<file path="src/rtl/reg_file_pkg.sv">
// -----------------------------------------------------------------------------
// reg_file_pkg
// Shared types and default sizing for the reg_file_sb register file.
//   clr_state_e   : clear sequencer states (IDLE, CLEAR, DONE)
//   DEF_DATA_W    : default register width
//   DEF_NUM_REGS  : default register count
// -----------------------------------------------------------------------------
package reg_file_pkg;

    localparam int DEF_DATA_W   = 16;
    localparam int DEF_NUM_REGS = 8;

    typedef enum logic [1:0] {
        IDLE  = 2'd0,
        CLEAR = 2'd1,
        DONE  = 2'd2
    } clr_state_e;

endpackage : reg_file_pkg

</file>
<file path="src/rtl/rf_scoreboard.sv">
// -----------------------------------------------------------------------------
// rf_scoreboard
// Per-register busy vector for the pipelined register file.
// Ports:
//   clk_i, rst_n_i          : clock, synchronous active-low reset
//   clear_all_i             : drop every reservation at this edge (highest priority)
//   set_valid_i, set_idx_i  : reserve register set_idx_i
//   clr_valid_i, clr_idx_i  : release register clr_idx_i (accepted write)
//   raddr1_i, raddr2_i      : lookup indices
//   busy1_o, busy2_o        : busy bits of the current (not next) vector
// -----------------------------------------------------------------------------
module rf_scoreboard #(
    parameter int NUM_REGS = 8,
    parameter int ADDR_W   = $clog2(NUM_REGS)
) (
    input  logic              clk_i,
    input  logic              rst_n_i,
    input  logic              clear_all_i,
    input  logic              set_valid_i,
    input  logic [ADDR_W-1:0] set_idx_i,
    input  logic              clr_valid_i,
    input  logic [ADDR_W-1:0] clr_idx_i,
    input  logic [ADDR_W-1:0] raddr1_i,
    input  logic [ADDR_W-1:0] raddr2_i,
    output logic              busy1_o,
    output logic              busy2_o
);

    logic [NUM_REGS-1:0] busy_q;
    logic [NUM_REGS-1:0] busy_d;

    // Next busy vector: a new reservation beats a release of the same register.
    always_comb begin
        busy_d = busy_q;
        for (int i = 0; i < NUM_REGS; i++) begin
            if (clear_all_i) begin
                busy_d[i] = 1'b0;
            end else if (set_valid_i && (set_idx_i == ADDR_W'(i))) begin
                busy_d[i] = 1'b1;
            end else if (clr_valid_i && (clr_idx_i == ADDR_W'(i))) begin
                busy_d[i] = 1'b0;
            end else begin
                busy_d[i] = busy_q[i];
            end
        end
    end

    // Busy vector register.
    always_ff @(posedge clk_i) begin
        if (!rst_n_i) begin
            busy_q <= '0;
        end else begin
            busy_q <= busy_d;
        end
    end

    // Lookups; indices past the last register report not-busy.
    always_comb begin
        busy1_o = 1'b0;
        busy2_o = 1'b0;
        if (32'(raddr1_i) < NUM_REGS) begin
            busy1_o = busy_q[raddr1_i];
        end else begin
            busy1_o = 1'b0;
        end
        if (32'(raddr2_i) < NUM_REGS) begin
            busy2_o = busy_q[raddr2_i];
        end else begin
            busy2_o = 1'b0;
        end
    end

endmodule : rf_scoreboard

</file>
<file path="src/rtl/reg_file_sb.sv">
// -----------------------------------------------------------------------------
// reg_file_sb
// NUM_REGS x DATA_W register file with two combinational read ports, one write
// port with link-register override, a busy scoreboard and a clear sequencer
// that zeroes one register per cycle.
// Ports:
//   Clk, Reset              : clock, synchronous active-low reset
//   WE, Link, WAddr, WData  : write port (Link forces address NUM_REGS-1)
//   RAddr1/2, RData1/2      : combinational read ports
//   Issue_Valid, Issue_Dst  : scoreboard reservation
//   Busy1/2                 : busy bit of RAddr1/2
//   Clear_Req               : start the clear sequence
//   Clear_Busy, Clear_Done  : sequencer status (registered)
// Build option:
//   REG_FILE_BYPASS_EN      : when defined, an accepted write is forwarded to a
//                             read port addressing the same register in the
//                             same cycle, and that port reports not-busy.
// -----------------------------------------------------------------------------
module reg_file_sb
    import reg_file_pkg::*;
#(
    parameter int DATA_W   = DEF_DATA_W,
    parameter int NUM_REGS = DEF_NUM_REGS,
    parameter int ADDR_W   = $clog2(NUM_REGS)
) (
    input  logic              Clk,
    input  logic              Reset,
    input  logic              WE,
    input  logic              Link,
    input  logic [ADDR_W-1:0] WAddr,
    input  logic [DATA_W-1:0] WData,
    input  logic [ADDR_W-1:0] RAddr1,
    input  logic [ADDR_W-1:0] RAddr2,
    output logic [DATA_W-1:0] RData1,
    output logic [DATA_W-1:0] RData2,
    input  logic              Issue_Valid,
    input  logic [ADDR_W-1:0] Issue_Dst,
    output logic              Busy1,
    output logic              Busy2,
    input  logic              Clear_Req,
    output logic              Clear_Busy,
    output logic              Clear_Done
);

    localparam logic [ADDR_W-1:0] LAST_IDX = ADDR_W'(NUM_REGS - 1);

    logic [DATA_W-1:0] regs_q [NUM_REGS];
    clr_state_e        state_q;
    logic [ADDR_W-1:0] clr_cnt_q;
    logic              clear_busy_q;
    logic              clear_done_q;

    logic [ADDR_W-1:0] wr_addr_s;
    logic              wr_accept_s;
    logic              issue_ok_s;
    logic              clear_start_s;
    logic              sb_busy1_s;
    logic              sb_busy2_s;
    logic              byp1_s;
    logic              byp2_s;

    assign wr_addr_s     = Link ? LAST_IDX : WAddr;
    // Writes only land while idle; DONE is not idle, so it also drops writes.
    assign wr_accept_s   = WE && (state_q == IDLE) && (32'(wr_addr_s) < NUM_REGS);
    assign issue_ok_s    = Issue_Valid && (state_q != CLEAR);
    assign clear_start_s = Clear_Req && (state_q == IDLE);

`ifdef REG_FILE_BYPASS_EN
    assign byp1_s = wr_accept_s && (wr_addr_s == RAddr1);
    assign byp2_s = wr_accept_s && (wr_addr_s == RAddr2);
`else
    assign byp1_s = 1'b0;
    assign byp2_s = 1'b0;
`endif

    rf_scoreboard #(
        .NUM_REGS (NUM_REGS),
        .ADDR_W   (ADDR_W)
    ) u_scoreboard (
        .clk_i       (Clk),
        .rst_n_i     (Reset),
        .clear_all_i (clear_start_s),
        .set_valid_i (issue_ok_s),
        .set_idx_i   (Issue_Dst),
        .clr_valid_i (wr_accept_s),
        .clr_idx_i   (wr_addr_s),
        .raddr1_i    (RAddr1),
        .raddr2_i    (RAddr2),
        .busy1_o     (sb_busy1_s),
        .busy2_o     (sb_busy2_s)
    );

    // Storage: the sequencer owns the array while clearing.
    always_ff @(posedge Clk) begin
        if (!Reset) begin
            for (int i = 0; i < NUM_REGS; i++) begin
                regs_q[i] <= '0;
            end
        end else if (state_q == CLEAR) begin
            regs_q[clr_cnt_q] <= '0;
        end else if (wr_accept_s) begin
            regs_q[wr_addr_s] <= WData;
        end
    end

    // Clear sequencer with registered status outputs.
    always_ff @(posedge Clk) begin
        if (!Reset) begin
            state_q      <= IDLE;
            clr_cnt_q    <= '0;
            clear_busy_q <= 1'b0;
            clear_done_q <= 1'b0;
        end else begin
            case (state_q)
                IDLE: begin
                    clear_done_q <= 1'b0;
                    if (Clear_Req) begin
                        state_q      <= CLEAR;
                        clr_cnt_q    <= '0;
                        clear_busy_q <= 1'b1;
                    end else begin
                        clear_busy_q <= 1'b0;
                    end
                end
                CLEAR: begin
                    // Counter stops at the last register instead of wrapping.
                    if (clr_cnt_q == LAST_IDX) begin
                        state_q      <= DONE;
                        clear_busy_q <= 1'b0;
                        clear_done_q <= 1'b1;
                    end else begin
                        clr_cnt_q    <= clr_cnt_q + ADDR_W'(1);
                    end
                end
                DONE: begin
                    state_q      <= IDLE;
                    clr_cnt_q    <= '0;
                    clear_busy_q <= 1'b0;
                    clear_done_q <= 1'b0;
                end
                default: begin
                    state_q      <= IDLE;
                    clr_cnt_q    <= '0;
                    clear_busy_q <= 1'b0;
                    clear_done_q <= 1'b0;
                end
            endcase
        end
    end

    // Read muxes; out-of-range indices read zero.
    always_comb begin
        RData1 = '0;
        RData2 = '0;
        if (byp1_s) begin
            RData1 = WData;
        end else if (32'(RAddr1) < NUM_REGS) begin
            RData1 = regs_q[RAddr1];
        end else begin
            RData1 = '0;
        end
        if (byp2_s) begin
            RData2 = WData;
        end else if (32'(RAddr2) < NUM_REGS) begin
            RData2 = regs_q[RAddr2];
        end else begin
            RData2 = '0;
        end
    end

    // A forwarded value is the completed write, so that port is not busy.
    assign Busy1      = sb_busy1_s && !byp1_s;
    assign Busy2      = sb_busy2_s && !byp2_s;
    assign Clear_Busy = clear_busy_q;
    assign Clear_Done = clear_done_q;

endmodule : reg_file_sb

</file>
<file path="config.mk">
export PLATFORM = sky130hd
export DESIGN_NAME = reg_file_sb
export DESIGN_NICKNAME = d
export VERILOG_FILES = /design/src/rtl/reg_file_pkg.sv /design/src/rtl/rf_scoreboard.sv /design/src/rtl/reg_file_sb.sv
export SDC_FILE = /design/constraint.sdc
export NUM_CORES = 1
export LEC_CHECK = 0
export CORE_ASPECT_RATIO = 1.1
export CORE_UTILIZATION = 50
export DETAILED_ROUTE_END_ITERATION = 16
export PLACE_DENSITY = 0.75
export RECOVER_POWER = 100
export SLEW_MARGIN = 20
export SYNTH_ARGS = -nofsm -noshare
export SYNTH_HDL_FRONTEND = slang
export SYNTH_HIERARCHICAL = 1
export SYNTH_SLANG_ARGS = --single-unit
</file>
<file path="constraint.sdc">
create_clock -name Clk -period 8.65 [get_ports Clk]
set_clock_uncertainty 0.2 [all_clocks]
set_input_delay 1.73 -clock Clk [delete_from_list [all_inputs] [get_ports Clk]]
set_output_delay 1.73 -clock Clk [all_outputs]
set_load 0.05 [all_outputs]
</file>
==> impl_metrics.ini, run 1 <==
[grt]
antenna_found_initial = 0
track_usage_pct = 24.7
grt-ovfl-total = 0
grt_pass1_wl_mm = 29.6
grt_max_degree = 69
grt_pass1_vias = 5381

[setup_path]
cp_top_family = buffers and inverters
rr_worst_depth = 5
worstSetupStartpoint = RAddr1[1]
timing.rr.start = state_q[0]
slowest_delay_ps = 1520
worstSetupEndpointType = output port
crit_end = RData1[11]
crit_cells = 5
crit_chain = clkdlybuf4s50_1 -> clkbuf_1 -> mux4_2 -> mux2_2 -> dlygate4sd3_1
crit_type = in2out
start_kind = input pin
cp.arrival_ps = 5290
critPathBufInv = 3
cp_slowest_cell = clkbuf_1
reg2reg_setup_slack_ps = 2880
worst_ep_required_time_ps = 6720
worst_r2r_endpoint = regs_q[1][8]
critical_path.max_fanout = 33

[floorplanning]
rows = 47
die_h_um = 134
die_area_mm2 = 0.0163
core_mm2 = 0.0152
start_util_pct = 51.8
die_w_um = 122
io_pins = 70

[clocking]
cts-root-buf = clkbuf_16
clk_pin_slew_ps = 50
post_cts_buffers = 0
worstSkewPairLatency_ps = 410
hold_buffers = 0
clockBufferDepth = 2
post_cts.resized_instances = 0
cts_max_level = 4
tritoncts = done
cts_buffers = 17
clock_sinks = 143

[timing]
rsz0062_at_grt = false
final_hold_viol_count = 0
setup_tns_ps = 0
finalMaxSlewViolations = 137
fin_crit_ps = 7220
min_period_over_period_pct = 83.5
max-slew-margin-rel_pct = -61.9
max_freq_ghz = 0.138
tightest_slew_ps = 2430
setup_viol = 0

[cells_and_area]
layout.nets = 619
fillCellCount = 1123
final_cell_mix = edfxtp_1, nor3_1, mux4_2, mux2_2, dlygate4sd3_1
num_antenna_cells = 0
final_common_cell = edfxtp_1
layout-drive-gt1-share_pct = 24.2
multiInputGateArea_mm2 = 0.00334
area_growth_pct = 15.9
regArea_mm2 = 0.00414

[logic_synthesis]
async_flop_share_pct = 0
synth_seq_cells = 143
netlist_area_mm2 = 0.00789
synth_ff_type = edfxtp_1
syn_inst = 529
synth_edf_count = 128
seq_area_frac_synth_pct = 52.5
synth.distinct_cells = 38
ys_warn_count = 6
syn_nets = 565
syn_avg_cell_area_um2 = 14.9

[drt]
drt-initial-drc-count = 429
wl_mm = 18.9
ant_nets = 0
via_per_inst = 6.53
via_count = 5156
drt_pass1_iterations = 5
drc = 0
wl_per_cell_um = 23.9

[pwr]
leakagePower_nw = 3.16
power_density_mw_per_mm2 = 202
p_total_mw = 1.85
peakVddDrop_mv = 0.124

[run_status]
status = complete, but fails checks
violations = max-capacitance violations, max-slew violations

[place]
io_buffer_count = 69
dpl.hpwl_mm = 10.8
gp_congestion = 0.773

[flow_run]
cap_violations = 4

[hold_path]
hp-class = reg2reg
worstHoldPathCells = 2
how the worst min path moves through the flow:
stage | start | to | slack (ps)
finish | Clear_Busy | Clear_Busy | 270
global placement | Clear_Busy | Clear_Busy | 250
global route | Clear_Busy | Clear_Busy | 310
detailed placement | Clear_Busy | Clear_Busy | 250
CTS | Clear_Busy | Clear_Busy | 260
floorplan | u_scoreboard/busy_q[0] | u_scoreboard/busy_q[0] | 250
through the flow:
step           instances  hold slack, ps  setup slack [ps]  utilization [%]  area [µm²]
6_report             790             266              1430             60.1        9150
5_1_grt              790             311              1160             60.1        9150
2_1_floorplan        529             253              3800                -        7890
3_5_place_dp         760             254              2340             56.9        8660
4_1_cts              790             265              2350             61.0        9290
3_3_place_gp         760             248              2380             56.9        8660
synthesized netlist by cell type (all sizes together) (4+ instances only):
library cell | instances | share of area [%]
nor3 | 128 | 9.4
nand2b | 8 | 0.63
nand2 | 26 | 2.2
nor2b | 4 | 0.32
clkbuf | 20 | 0.95
dfxtp | 15 | 3.8
buf | 32 | 3.2
nand3 | 6 | 0.38
o21ai | 14 | 0.89
a21oi | 14 | 0.89
mux2 | 38 | 5.4
mux4 | 68 | 20
edfxtp | 128 | 49
logic make-up (layout without fill, tap and decap cells):
group / count (synthesis) / after routing / synth area share, %
AO/OA/AOI/OAI: 34 / 34 / 2.60
multiplexers: 106 / 106 / 25.9
adder cells (fa/ha/maj): 2 / 2 / 0.317
flip-flops: 143 / 143 / 52.5
buffers and inverters: 55 / 120 / 4.25
AND/OR/NAND/NOR: 188 / 188 / 14.4
XOR/XNOR: 1 / 1 / 0.111
power breakdown:
group          leakage [nW]  internal (mW)  total (mW)  switching (mW)
clock network         0.299          0.505       0.773           0.268
registers              1.45          0.781       0.798          0.0167
logic                  1.41          0.106       0.280           0.174
total                  3.16           1.39        1.85           0.459
state kept, by name, indices dropped and copies added, names as in the netlist:
register / flops
clr_cnt_q: 3
Clear_Busy: 1
state_q: 2
Clear_Done: 1
regs_q: 128
u_scoreboard/busy_q: 8
tightest hold or removal path: stages (launching register included):
cell and delay [ps]:
dfxtp_1 310, nand2_1 50, a21oi_1 50
metal layers:
| layer | part of all wire, % | vias to the layer above | GRT usage, % |
|---|---|---|---|
| li1 | - | 2248 | - |
| met1 | 38 | 2599 | 31.4 |
| met2 | 51 | 259 | 41.9 |
| met3 | 7.5 | 50 | 4.12 |
| met4 | 2.9 | 0 | 10.3 |
| met5 | 0 | - | 0 |
area by class of cell:
cell class                 count  share of cell area (%)
inverter                       3                   0.123
sequential                   143                    45.3
clock inverter                13                    2.15
clock buffer                  17                    4.65
timing repair buffer          87                    8.62
multi-input combinational    331                    36.5
tap                          196                    2.68
Power figures use the tool's default switching activity.
==> run 2, diff against run 1 <==
==> constraint.sdc (replaced) <==
create_clock -name Clk -period 7.17 [get_ports Clk]
set_clock_uncertainty 0.2 [all_clocks]
set_input_delay 1.434 -clock Clk [delete_from_list [all_inputs] [get_ports Clk]]
set_output_delay 1.434 -clock Clk [all_outputs]
set_load 0.05 [all_outputs]
==> run 2 against run 1 <==
  * The run still ends with max-capacitance violations, max-slew violations left
  * Clock power grew 27%
  * Sequential share of layout area shrank 0.26 points
  * Critical path depth is the same
  * Worst setup slack lost 510 ps
  * Power grew 23%
  * Critical path type unchanged
  * Highest routed layer unchanged
==> impl_metrics.ini, run 2 (synthesis gave the netlist of run 1 again) <==
[grt]
grt_use_met2_pct = 42.2
antenna_found_initial = 0
grt_pass1_wl_mm = 29.8
met3_usage_pct = 4.93
track_usage_pct = 25.0
grt-ovfl-total = 0
top_usage_layer = met2
grtUsageMet1_pct = 32.0
grt_pass1_vias = 5418
grt_max_degree = 68

[cells_and_area]
fin_cells = 795
regMostFlops = regs_q
num_antenna_cells = 0
layout.nets = 622
largest_reg_flops = 128
multiInputGateArea_mm2 = 0.00333
final_cell_mix = edfxtp_1, nor3_1, mux4_2, mux2_2, dlygate4sd3_1
final_common_cell = edfxtp_1
top_regs = regs_q: 128 flops, u_scoreboard/busy_q: 8 flops, clr_cnt_q: 3 flops
area_growth_pct = 16.6
layout-drive-gt1-share_pct = 23.9
fillCellCount = 1142
regArea_mm2 = 0.00414

[drt]
via_count = 5099
wl_mm = 19.2
drt_pass1_iterations = 5
via_per_inst = 6.41
drc = 0
drt-initial-drc-count = 362
ant_nets = 0
wl_per_cell_um = 24.1

[clocking]
hold_buffers = 0
worstSkewPairLatency_ps = 420
cts-root-buf = clkbuf_16
cts_buffers = 17
clock_sinks = 143
cts_max_level = 4
tritoncts = done
clk_pin_slew_ps = 60
post_cts.resized_instances = 0
clockBufferDepth = 2
post_cts_buffers = 0

[setup_path]
worstSetupStartpoint = RAddr1[0]
critical_path.max_fanout = 18
cp.arrival_ps = 4620
worstSetupEndpointType = output port
start_kind = input pin
crit_type = in2out
timing.rr.start = state_q[0]
worst_ep_required_time_ps = 5540

[floorplanning]
die_h_um = 134
core_mm2 = 0.0152
rows = 47
io_pins = 70
start_util_pct = 51.8
die_w_um = 122
die_area_mm2 = 0.0163

[timing]
min_period_over_period_pct = 87.3
fin_crit_ps = 6260
max_freq_ghz = 0.160
final_hold_viol_count = 0
rsz0062_at_grt = false
setup_tns_ps = 0
setup_viol = 0
max-slew-margin-rel_pct = -21.2
tightest_slew_ps = 1820
finalMaxSlewViolations = 51

[hold_path]
holdCritStartpoint = Clear_Busy
hp-class = reg2reg

[pwr]
peakVddDrop_mv = 0.137
power_density_mw_per_mm2 = 248
p_total_mw = 2.28
leakagePower_nw = 3.18

[place]
dpl.hpwl_mm = 11.2
place_inst = 762
io_buffer_count = 69
gp_congestion = 0.803

[run_status]
violations = max-capacitance violations, max-slew violations
status = complete, but fails checks

[flow_run]
cap_violations = 3
[run 2: cell count changes in the layout (fill, tap and decap cells not counted), sizes merged]
cell | previous run | this run
clkinv | 6 | 4
bufinv | 5 | 6
clkbuf | 23 | 26
buf | 15 | 17
dlygate4sd3 | 37 | 34
clkdlybuf4s50 | 29 | 33
[run 2: cell type report]
class                      count  share of cell area, %
clock inverter                12                   2.34
timing repair buffer          90                   8.93
inverter                       3                  0.122
sequential                   143                   45.0
clock buffer                  20                   4.75
multi-input combinational    331                   36.2
tap                          196                   2.66
[run 2: through the flow]
stage,setup WS (ps),area [µm²],hold slack [ps],util [%]
2_1_floorplan,2910,7890,253,-
3_3_place_gp,1570,8680,246,57.0
3_5_place_dp,1530,8680,260,57.0
4_1_cts,1500,9330,271,61.3
5_1_grt,722,9200,300,60.4
6_report,912,9200,265,60.4
[run 2: worst paths after layout]
check	slack [ps]	cells after the start	to
max	910	5	RData1[7]
min	270	2	Clear_Busy
max reg2reg	2240	4	regs_q[6][14]
min reg2reg	270	2	Clear_Busy
[run 2: routing by layer]
metal / part of all wire [%] / vias to the layer above
li1: - / 2260
met1: 39 / 2545
met2: 51 / 256
met3: 7.4 / 38
met4: 2.5 / 0
met5: 0 / -
[run 2: worst max-delay path, cell delays in order]
cell           delay [ps]
clkbuf_1             1010
buf_4                 520
mux4_1                620
mux2_2                270
dlygate4sd3_1         760
[run 2: report_power, final]
group / internal [mW] / switching, mW / total (mW)
combinational: 0.129 / 0.211 / 0.340
clock: 0.649 / 0.332 / 0.981
sequential: 0.942 / 0.0200 / 0.962
total: 1.72 / 0.563 / 2.28
==> run 3, diff against run 2 <==
--- a/config.mk
+++ b/config.mk
@@ -8,6 +8,7 @@
 export CORE_ASPECT_RATIO = 1.1
 export CORE_UTILIZATION = 50
 export DETAILED_ROUTE_END_ITERATION = 16
+export MAX_ROUTING_LAYER = met4
 export PLACE_DENSITY = 0.75
 export RECOVER_POWER = 100
 export SLEW_MARGIN = 20
==> run 3 against run 2 <==
  * The flow still finishes with violations (max-capacitance violations, max-slew violations)
  * Final cell count unchanged
  * Routed wire length up 0.28%
  * Non-clock buffer count is the same
  * Worst setup slack worse by 10 ps
  * Final area is the same
  * Critical path depth stayed put
  * Sequential power about the same
  * Critical path type unchanged
==> impl_metrics.ini, run 3 (synthesis gave the netlist of run 1 again) <==
[flow_run]
cap_violations = 3

[timing]
rsz0062_at_grt = false
max_freq_ghz = 0.160
min_period_over_period_pct = 87.4
tightest_slew_ps = 1810
setup_tns_ps = 0
setup_viol = 0
finalMaxSlewViolations = 119
final_hold_viol_count = 0
fin_crit_ps = 6270
max-slew-margin-rel_pct = -20.9
setup_ws_ps = 902
whs_ps = 266

[clocking]
tritoncts = done
post_cts.resized_instances = 0
hold_buffers = 0
cts_max_level = 4
worstSkewPairLatency_ps = 410
post_cts_buffers = 0
cts_buffers = 17
clockBufferDepth = 2
clk_pin_slew_ps = 60
cts-root-buf = clkbuf_16
clock_sinks = 143

[drt]
drt_pass1_iterations = 5
met1Wirelength_mm = 7.39
drt-initial-drc-count = 409
wl_met3_mm = 1.44
topRoutingLayerUsed = met4
via_per_inst = 6.53
wl_mm = 19.2
wl_per_cell_um = 24.2
ant_nets = 0
via_count = 5188
wl_met2_mm = 9.91
drc = 0

[grt]
grt_pass1_vias = 5423
grt_pass1_wl_mm = 29.8
grt_max_degree = 68
antenna_found_initial = 0
grt-ovfl-total = 0
track_usage_pct = 25.7

[cells_and_area]
num_antenna_cells = 0
final_common_cell = edfxtp_1
largest_reg_flops = 128
top_regs = regs_q: 128 flops, u_scoreboard/busy_q: 8 flops, clr_cnt_q: 3 flops
area_growth_pct = 16.6
final_util_pct = 60.4
layout.nets = 622
final_cell_mix = edfxtp_1, nor3_1, mux4_2, mux2_2, dlygate4sd3_1
fillCellCount = 1142
regMostFlops = regs_q
layout-drive-gt1-share_pct = 23.9

[floorplanning]
die_area_mm2 = 0.0163
start_util_pct = 51.8
io_pins = 70
core_mm2 = 0.0152
die_w_um = 122
rows = 47
die_h_um = 134

[setup_path]
cp.arrival_ps = 4630
worst_ep_required_time_ps = 5540
reg2reg_setup_slack_ps = 2240
crit_type = in2out
worstSetupEndpointType = output port
start_kind = input pin
critical_path.max_fanout = 18

[pwr]
clkPwrFrac_pct = 43.0
seqPwrFrac_pct = 42.1
sw_frac_of_total_pct = 24.6
peakVddDrop_mv = 0.136
power_density_mw_per_mm2 = 248
leakagePower_nw = 3.18
p_total_mw = 2.28
internal_power_mw = 1.72
switchingPower_mw = 0.562
power_frac_comb_pct = 14.9

[place]
io_buffer_count = 69
dpl.hpwl_mm = 11.2
gp_congestion = 0.815
dp_slack_ps = 1530

[run_status]
violations = max-capacitance violations, max-slew violations
status = complete, but fails checks

[hold_path]
hp-class = reg2reg
## run 3: cell counts in the layout (fill, tap and decap cells not counted)
No cell type changed its count.
## run 3: power groups by stage
stage                     registers (mW)  logic, mW  clock network, mW
after global routing               0.965      0.357               1.02
after floorplan                    0.970      0.247                  0
after detailed placement           0.978      0.352                  0
after CTS                          0.962      0.354              0.985
after global placement             0.974      0.349                  0
final                              0.962      0.340              0.980
## run 3: critical path, stage by stage
cell,delay (ps)
clkbuf_1,1020
buf_4,520
mux4_1,620
mux2_2,270
dlygate4sd3_1,760
## run 3: final timing paths
kind	from	end	cells past startpoint
worst max-delay path	RAddr1[0]	RData1[7]	5
worst min-delay path	Clear_Busy	Clear_Busy	2
worst max register to register	state_q[0]	regs_q[7][3]	5
worst min register to register	Clear_Busy	Clear_Busy	2
## run 3: per-layer routing
metal | vias up | GRT usage, %
met5 | - | -
met4 | 0 | 9.60
met3 | 40 | 4.38
met2 | 267 | 42.1
met1 | 2617 | 32.1
li1 | 2264 | -
## run 3: cell type report
cell class / count / area (µm²) / area share, %
clock inverters: 12 / 215 / 2.34
flip-flops and latches: 143 / 4140 / 45.0
clock buffers: 20 / 437 / 4.75
inverters: 3 / 11.3 / 0.122
repair buffers: 90 / 822 / 8.93
multi-input cells: 331 / 3330 / 36.2
well taps: 196 / 245 / 2.66
## run 3: stage by stage
stage	cells	instance area (µm²)
after floorplan	529	7890
after global placement	762	8680
after detailed placement	762	8680
after CTS	794	9330
after global routing	795	9200
final	795	9200
